File: src/rtl/spi_flash_loader.sv
`default_nettype none
// ============================================================================
// Module   : spi_flash_loader
// Purpose  : Autonomous SPI flash READ (0x03) engine. Drives the SPI master's
//            register port as a bus master, streams byte_len bytes out of the
//            flash and packs them little-endian into 32-bit memory writes.
// Ports    : clk, rst_n                 - clock, async active-low reset
//            start/flash_addr/dst_addr/byte_len - job request (sampled on start)
//            busy/done/error             - job status
//            spi_req_* / spi_rdata       - SPI controller register port
//            mem_* / mem_ready           - destination word-write port
// Revision : 1.0 - initial release
// ============================================================================
module spi_flash_loader #(
  parameter logic [31:0] SPI_BASE = 32'h0000_0000,
  parameter logic [2:0]  CLK_DIV  = 3'd2,
  parameter logic [15:0] POLL_MAX = 16'd4096
) (
  input  logic        clk,
  input  logic        rst_n,
  input  logic        start,
  input  logic [23:0] flash_addr,
  input  logic [31:0] dst_addr,
  input  logic [15:0] byte_len,
  output logic        busy,
  output logic        done,
  output logic        error,
  output logic        spi_req_valid,
  output logic        spi_req_write,
  output logic [31:0] spi_req_addr,
  output logic [31:0] spi_req_wdata,
  output logic [3:0]  spi_req_wstrb,
  input  logic [31:0] spi_rdata,
  output logic        mem_valid,
  output logic [31:0] mem_addr,
  output logic [31:0] mem_wdata,
  output logic [3:0]  mem_wstrb,
  input  logic        mem_ready
);

  localparam logic [31:0] c_ofs_ctrl   = 32'h0000_0000;
  localparam logic [31:0] c_ofs_status = 32'h0000_0004;
  localparam logic [31:0] c_ofs_txdata = 32'h0000_0008;
  localparam logic [31:0] c_ofs_rxdata = 32'h0000_000C;
  // bit8 = cs_force, bits[3:1] = clock divide, bit0 = enable
  localparam logic [31:0] c_ctrl_cs_on  = 32'h0000_0100 | {28'h0, CLK_DIV, 1'b1};
  localparam logic [31:0] c_ctrl_cs_off = {28'h0, CLK_DIV, 1'b1};

  typedef enum logic [3:0] {
    IDLE   = 4'd0,
    CS_ON  = 4'd1,
    TX_WR  = 4'd2,
    TX_GAP = 4'd3,
    POLL   = 4'd4,
    RX_RD  = 4'd5,
    MEM_WR = 4'd6,
    CS_OFF = 4'd7,
    FIN    = 4'd8
  } state_t;

  state_t      r_state, w_next;
  logic [23:0] r_faddr;
  logic [15:0] r_len;
  logic [15:0] r_byte_cnt;   // data bytes received so far
  logic [2:0]  r_hdr_cnt;    // header bytes received so far (0..4)
  logic [15:0] r_poll_cnt;
  logic        r_error;
  logic [31:0] r_mem_addr;
  logic [31:0] r_pack;
  logic [3:0]  r_strb;

  logic        w_hdr;
  logic [1:0]  w_lane;
  logic        w_last;
  logic        w_rx_ready;
  logic        w_poll_last;
  logic [7:0]  w_tx_byte;
  logic        w_unused_bits;

  assign w_hdr       = ~r_hdr_cnt[2];
  assign w_lane      = r_byte_cnt[1:0];
  assign w_last      = (r_byte_cnt + 16'd1) == r_len;
  assign w_rx_ready  = ~spi_rdata[0] & spi_rdata[1];
  assign w_poll_last = (r_poll_cnt + 16'd1) == POLL_MAX;
  // Only the low RX byte and the word-aligned destination bits are meaningful.
  assign w_unused_bits = ^{spi_rdata[31:8], dst_addr[1:0]};

  // Header bytes are sent while the header RX count is below 4; after that,
  // dummy zero bytes clock the data out. Only one byte is ever in flight, so
  // the RX count doubles as the TX index.
  always_comb begin
    w_tx_byte = 8'h00;
    if (w_hdr) begin
      case (r_hdr_cnt[1:0])
        2'd0:    w_tx_byte = 8'h03;
        2'd1:    w_tx_byte = r_faddr[23:16];
        2'd2:    w_tx_byte = r_faddr[15:8];
        default: w_tx_byte = r_faddr[7:0];
      endcase
    end
  end

  always_ff @(posedge clk or negedge rst_n) begin
    if (!rst_n) r_state <= IDLE;
    else        r_state <= w_next;
  end

  always_comb begin
    w_next        = r_state;
    spi_req_valid = 1'b0;
    spi_req_write = 1'b0;
    spi_req_addr  = SPI_BASE;
    spi_req_wdata = 32'h0;
    mem_valid     = 1'b0;
    done          = 1'b0;
    case (r_state)
      IDLE: begin
        if (start) w_next = (byte_len == 16'd0) ? FIN : CS_ON;
      end
      CS_ON: begin
        spi_req_valid = 1'b1;
        spi_req_write = 1'b1;
        spi_req_addr  = SPI_BASE + c_ofs_ctrl;
        spi_req_wdata = c_ctrl_cs_on;
        w_next        = TX_WR;
      end
      TX_WR: begin
        spi_req_valid = 1'b1;
        spi_req_write = 1'b1;
        spi_req_addr  = SPI_BASE + c_ofs_txdata;
        spi_req_wdata = {24'h0, w_tx_byte};
        w_next        = TX_GAP;
      end
      // The controller's busy flag lags the TXDATA write by one cycle.
      TX_GAP: w_next = POLL;
      POLL: begin
        spi_req_valid = 1'b1;
        spi_req_addr  = SPI_BASE + c_ofs_status;
        if (w_rx_ready)       w_next = RX_RD;
        else if (w_poll_last) w_next = CS_OFF;
      end
      RX_RD: begin
        spi_req_valid = 1'b1;
        spi_req_addr  = SPI_BASE + c_ofs_rxdata;
        if (w_hdr)                            w_next = TX_WR;
        else if ((w_lane == 2'd3) || w_last)  w_next = MEM_WR;
        else                                  w_next = TX_WR;
      end
      MEM_WR: begin
        mem_valid = 1'b1;
        if (mem_ready) w_next = (r_byte_cnt == r_len) ? CS_OFF : TX_WR;
      end
      CS_OFF: begin
        spi_req_valid = 1'b1;
        spi_req_write = 1'b1;
        spi_req_addr  = SPI_BASE + c_ofs_ctrl;
        spi_req_wdata = c_ctrl_cs_off;
        w_next        = FIN;
      end
      FIN: begin
        done   = 1'b1;
        w_next = IDLE;
      end
      default: w_next = IDLE;
    endcase
  end

  always_ff @(posedge clk or negedge rst_n) begin
    if (!rst_n) begin
      r_faddr    <= 24'h0;
      r_len      <= 16'h0;
      r_byte_cnt <= 16'h0;
      r_hdr_cnt  <= 3'h0;
      r_poll_cnt <= 16'h0;
      r_error    <= 1'b0;
      r_mem_addr <= 32'h0;
      r_pack     <= 32'h0;
      r_strb     <= 4'h0;
    end else begin
      case (r_state)
        IDLE: begin
          if (start) begin
            r_faddr    <= flash_addr;
            r_len      <= byte_len;
            r_byte_cnt <= 16'h0;
            r_hdr_cnt  <= 3'h0;
            r_error    <= 1'b0;
            r_mem_addr <= {dst_addr[31:2], 2'b00};
            r_pack     <= 32'h0;
            r_strb     <= 4'h0;
          end
        end
        TX_GAP: r_poll_cnt <= 16'h0;
        POLL: begin
          if (!w_rx_ready) begin
            r_poll_cnt <= r_poll_cnt + 16'd1;
            if (w_poll_last) r_error <= 1'b1;
          end
        end
        RX_RD: begin
          if (w_hdr) begin
            r_hdr_cnt <= r_hdr_cnt + 3'd1;
          end else begin
            r_pack[{w_lane, 3'b000} +: 8] <= spi_rdata[7:0];
            r_strb[w_lane]                <= 1'b1;
            r_byte_cnt                    <= r_byte_cnt + 16'd1;
          end
        end
        MEM_WR: begin
          if (mem_ready) begin
            r_mem_addr <= r_mem_addr + 32'd4;
            r_pack     <= 32'h0;
            r_strb     <= 4'h0;
          end
        end
        default: ;
      endcase
    end
  end

  assign busy          = (r_state != IDLE);
  assign error         = r_error;
  assign spi_req_wstrb = 4'hF;
  assign mem_addr      = r_mem_addr;
  assign mem_wdata     = r_pack;
  assign mem_wstrb     = r_strb;

endmodule
`default_nettype wire

File: config.mk
export PLATFORM = sky130hd
export DESIGN_NAME = spi_flash_loader
export DESIGN_NICKNAME = d
export VERILOG_FILES = /design/src/rtl/spi_flash_loader.sv
export SDC_FILE = /design/constraint.sdc
export NUM_CORES = 1
export LEC_CHECK = 0
export CORE_ASPECT_RATIO = 1.75
export CORE_MARGIN = 5
export CORE_UTILIZATION = 48
export CTS_BUF_LIST = sky130_fd_sc_hd__clkbuf_16
export CTS_CLUSTER_SIZE = 25
export DETAILED_ROUTE_END_ITERATION = 12
export PLACE_DENSITY_LB_ADDON = 0.05
export SLEW_MARGIN = 15
export SYNTH_ARGS = -nofsm -noshare
export SYNTH_HDL_FRONTEND = slang
export SYNTH_SLANG_ARGS = --single-unit
File: constraint.sdc
create_clock -name clk -period 2.81 [get_ports clk]
set_clock_uncertainty 0.2 [all_clocks]
set_input_delay 0.843 -clock clk [delete_from_list [all_inputs] [get_ports clk]]
set_output_delay 0.843 -clock clk [all_outputs]
set_load 0.02 [all_outputs]
# After elaboration in Yosys (flattened, before gate mapping)
# Index checks and enable logic that the tools add are counted.
# Widths: inputs -> output; s select.
[word_totals]
ff_bits = 148
latchBits = 0
ram_bits = 0
mem_bits_ro = 0
out_inout_bits = 142
wordCells = 109
memories = 0
[op_classes]
add_sub_neg = 5
n_mul = 0
div = 0
magnitude_cmp = 2
eq_ne = 21
n_shift = 2
mux = 43
bitwise_logic = 3
reduce_logical = 22
[ops]
columns = ["operator", "count"]
rows = [
  ["$mux 32", 5],
  ["$pmux 32 s3", 1],
  ["$pmux 16 s2", 2],
  ["$pmux 32 s2", 1],
  ["$mux 16", 3],
  ["$add 16x1->16 const B", 2],
  ["$add 32x3->32 const B", 1],
  ["$bwmux 32", 1],
  ["$eq 16x16->1", 2],
  ["$mux 4", 8],
  ["$pmux 4 s8", 1],
  ["$shift 8x7->32 const A", 1],
  ["$shiftx 8x7->32", 1],
  ["$pmux 9 s3", 1],
  ["$pmux 4 s3", 2],
  ["$pmux 8 s3", 1],
  ["$eq 16x13->1 const B", 1],
  ["$eq 4x3->1 const B", 4],
  ["$logic_not 16->1", 1],
  ["$mux 3", 5],
  ["$ne 2x2->1 const B", 6],
  ["$reduce_and 3->1", 4],
  ["$eq 4x2->1 const B", 2],
  ["$mux 1", 8],
  ["27 further kinds", 34],
]

# Depth between registers and ports, before layout
[logic_depth]
ltp_word = 7
depth_mapped = 9
ltp_nobuf = 7

# Worst setup path after synthesis
# No wires, ideal clock.
[synth_timing]
kind = "register -> output"
from = "register r_hdr_cnt[0]"
to = "output spi_req_wdata[0]"
arrival_time_ns = 1.606
required_time_ns = 1.767
setup_slack_ns = 0.161
stages_incl_launch_ff = 6
n_path_buf = 2
cell_sequence = "dfrtp_1 ha_1 clkbuf_1 clkbuf_1 a21oi_1 o21ai_0"
[synth_via]
elab_chain_cells = 4
elab_cells_between_ends = 6
[synth_lines]
columns = ["element", "line", "rtl"]
rows = [
  ["from (decl)", "65", "logic [2:0] r_hdr_cnt;"],
  ["from (signal assigned)", "202", "r_hdr_cnt <= r_hdr_cnt + 3'd1;"],
  ["$eq 2x2->1, or another cell as far along", "94", "case (r_hdr_cnt[1:0])"],
  ["$pmux 8 s3 (*)", "94", ""],
  ["$mux 8 (*)", "93", "if (w_hdr) begin"],
  ["$pmux 9 s3 (*)", "116", "case (r_state)"],
  ["to (decl)", "31", "output logic [31:0] spi_req_wdata,"],
]
# Every way passes the cells marked *; elsewhere a longest branch is shown, timed or not.

# Worst setup path in the final report
[layout_timing]
from = "register r_hdr_cnt[1]"
to = "output spi_req_wdata[0]"
# The elaborated chain is that of the path after synthesis.

==> summary.txt <==
Run status
  – Status: complete, but fails checks
  – Failing checks: negative setup slack

Route
  – Antenna-violating nets left: 0
  – WL per Instance: approximately 16 um
  – Initial DRC count: around 370
  – DR pass1 iterations: 5
  – Routed vias: about 7,700
  – Vias per cell: roughly 5.3
  – Drc violations: 0
  – Final wirelength: around 24,000 um

Pwr
  – Cell Pwr Density: just under 900 nW/um2
  – Power Total: around 10 mW
  – VDD IR-drop max: approximately 0.52 mV
  – LEAKAGE: between 4 and 5 nW

Floorplanning
  – Full die area: about 20,000 um2
  – Number of I/O pins: 250
  – Die height: ~190 um
  – Core Area: 17,500 um2
  – Die width: between 100 and 150 um
  – # rows: 64
  – Initial core utilization: about half

Logic synthesis
  – Post-synth cell types: 73
  – Mapped Area: ~8500 um2
  – Cells after Synth: approximately 1,000
  – Yosys reg bits: between 100 and 150
  – Async set-or-reset flop fraction in the synthesized netlist: 100%
  – Synth warnings: 0
  – Synth Flop Type: dfrtp_1
  – EDFF count, synth: 0
  – Seq/Total Area, Yosys: approximately 43%
  – Avg Cell Area, Syn: between 8 and 9 um2

Clock network
  – Clk slew on worst S/H paths: 0.06 ns
  – Clock sinks: 146
  – Maximum clock insertion buffer count: 2
  – H-Tree Level Count: 4
  – CTS tree: yes
  – CTS Buf Count: 17
  – Clock Latency Late Sink: about 0.43 ns
  – Clk root buf: clkbuf_16

STA
  – Final worst path period share: 102%
  – Worst-Margin Slew: 0.527 ns
  – RSZ-0062 raised after global routing: yes
  – Worst Slack Setup Final: -0.0652 ns
  – Fmax: roughly 350 MHz
  – Fin crit period: around 2.9 ns
  – Final-report hold violation count: 0
  – Relative slew slack: between 60% and 70%
  – Final Max Tran Viols: 0
  – Final setup vio count: 6

Final layout
  – Area delta synth->final: 33.0%
  – Most frequent cells in the layout: nand2_1, clkdlybuf4s50_1, dfrtp_1
  – # nets final: 1,334
  – Non-Filler Instances: ~1,500
  – Share of cells above drive strength 1: a little over an eighth
  – Commonest non-fill, non-tap cell in the layout: nand2_1
  – Final core utilization: 64.6%

Setup path
  – Worst r2r src: r_state[0]$_DFFE_PN0P_
  – Critical Path Source: r_hdr_cnt[1]$_DFFE_PN0P_
  – CP Launch Type: flop
  – Setup Crit Path Kind: reg2out
  – Data required, critical path: between 1.5 and 2 ns
  – Worst R2R Path Depth: 9
  – Worst-path maximum fanout: 3
  – Critical Path AT: 1.83 ns
  – Reg-to-reg endpoint: r_state[0]$_DFFE_PN0P_
  – Flop2flop setup slack: roughly 0.15 ns
  – Crit path capture type: output port

Place
  – Placed instance count: 1,425
  – I/O Buffers: about 160
  – Post-DP HPWL: between 15,000 and 20,000 um
  – Placer congestion estimate: 0.904
  – Pre-CTS setup slack: -0.156 ns

Global route
  – Initial antenna violation count: 1
  – Pin count of the biggest net entering global routing: between 50 and 60
  – Congestion Overflow GR: 0
  – Vias in the first global route: between 7,000 and 8,000
  – Total track usage: roughly 23%
  – First-pass GRT wire length: roughly 38,000 um

Hold path
  – Worst hold path class: in2async

Run
  – Max Cap Violations: 0
-- cells in the mapped netlist, types with 3 or more instances --
| master | instances | area share [%] |
|---|---|---|
| nand2_1 | 238 | 11 |
| dfrtp_1 | 146 | 43 |
| nor2_1 | 84 | 3.7 |
| o21ai_0 | 74 | 4.4 |
| buf_4 | 60 | 5.3 |
| a21oi_1 | 59 | 3.5 |
| nand3_1 | 36 | 2.1 |
| clkbuf_1 | 25 | 1.1 |
| buf_2 | 21 | 1.2 |
| nand4_1 | 21 | 1.6 |
| xnor2_1 | 19 | 2.0 |
| xor2_1 | 18 | 1.9 |
| nor3_1 | 16 | 0.95 |
| inv_1 | 15 | 0.66 |
| and3_1 | 12 | 0.89 |
| a22o_1 | 11 | 1.1 |
| ha_1 | 11 | 1.6 |
| o22ai_1 | 11 | 0.81 |
| nor4_1 | 10 | 0.74 |
| o31ai_1 | 9 | 0.80 |
| a22oi_1 | 8 | 0.71 |
| and2_1 | 8 | 0.59 |
| o21ai_1 | 8 | 0.47 |
| buf_1 | 7 | 0.31 |
| mux2i_1 | 7 | 0.83 |
| a21oi_2 | 5 | 0.52 |
| o22a_1 | 5 | 0.52 |
| or3_1 | 5 | 0.37 |
| a31oi_1 | 4 | 0.30 |
| and4_1 | 4 | 0.41 |
| nor2b_1 | 4 | 0.30 |
| a211o_1 | 3 | 0.31 |
| nor3b_1 | 3 | 0.27 |
| o2bb2a_1 | 3 | 0.35 |
| o41ai_1 | 3 | 0.31 |
-- power by group --
group | internal (mW) | switching [mW] | leakage, nW
clock | 1.31 | 0.942 | 0.278
combinational | 2.01 | 2.44 | 2.81
sequential | 2.67 | 0.573 | 1.89
total | 6.00 | 3.95 | 4.98
-- worst max path at each step --
stage                       endpoint  slack, ns
CTS                 spi_req_wdata[4]      -0.17
global route        spi_req_wdata[0]      -0.18
global placement    spi_req_wdata[0]      -0.16
detailed placement  spi_req_wdata[0]      -0.16
finish              spi_req_wdata[0]      -0.07
floorplan           spi_req_wdata[0]       0.16
-- critical path: stages, from the launching register on --
cell	delay [ns]
dfrtp_2	0.41
inv_2	0.07
buf_6	0.12
ha_4	0.16
a221oi_2	0.19
nor2_1	0.08
a21oi_1	0.11
o21ai_1	0.11
buf_4	0.17
-- per-stage QoR --
| step | TNS, ns | hold WS [ns] | instance area [um2] |
|---|---|---|---|
| 6_report | -0.232 | 0.118 | 11300 |
| 5_1_grt | -0.993 | 0.132 | 11300 |
| 4_1_cts | -0.628 | 0.128 | 11200 |
| 3_3_place_gp | -1.14 | 0.260 | 10600 |
| 3_5_place_dp | -1.71 | 0.265 | 10600 |
| 2_1_floorplan | 0 | 0.246 | 8680 |
-- final cells by class --
cell class                 count  area, um2
sequential                   146       3660
tap                          231        289
fill                        1573       6190
clock buffer                  17        425
multi-input combinational    802       4420
clock inverter                15        158
antenna                        1       2.50
inverter                      16       62.6
timing repair buffer         232       2250
-- routing by layer --
metal | track usage [%] | part of all wire (%) | up-vias
li1 | - | - | 3811
met1 | 24.8 | 37 | 3638
met2 | 42.7 | 55 | 243
met3 | 4.49 | 5.1 | 40
met4 | 8.83 | 2.8 | 0
met5 | 0 | 0 | -
-- registers in the layout, indices dropped and copies added (netlist names) --
signal and count:
r_faddr 24, mem_addr 30, r_state 4, r_len 16, r_byte_cnt 16, r_poll_cnt 16
error 1, mem_wdata 32, mem_wstrb 4, r_hdr_cnt 3
-- kinds of logic (layout without fill, tap and decap cells) --
kind of cell    after synthesis  in the layout  synth area share (%)
simple gates                463            463                  25.1
compound gates              224            224                  16.3
flops                       146            146                  43.1
buf+inv                     132            280                  8.94
xor+xnor                     37             37                  3.83
fa+ha+maj                    11             11                  1.62
mux                           8              8                 0.960
other cells                   2             60                0.0887
-- what timing repair did --
action                                  CTS  global route
hold buffers                              0             0
resized for setup                        68            34
endpoints found under the setup margin   16            10
buffers inserted                          2             0
pin swaps                                 2             6
endpoints found under the hold margin     0             0
Note: power is estimated with default switching activity, not from simulation.
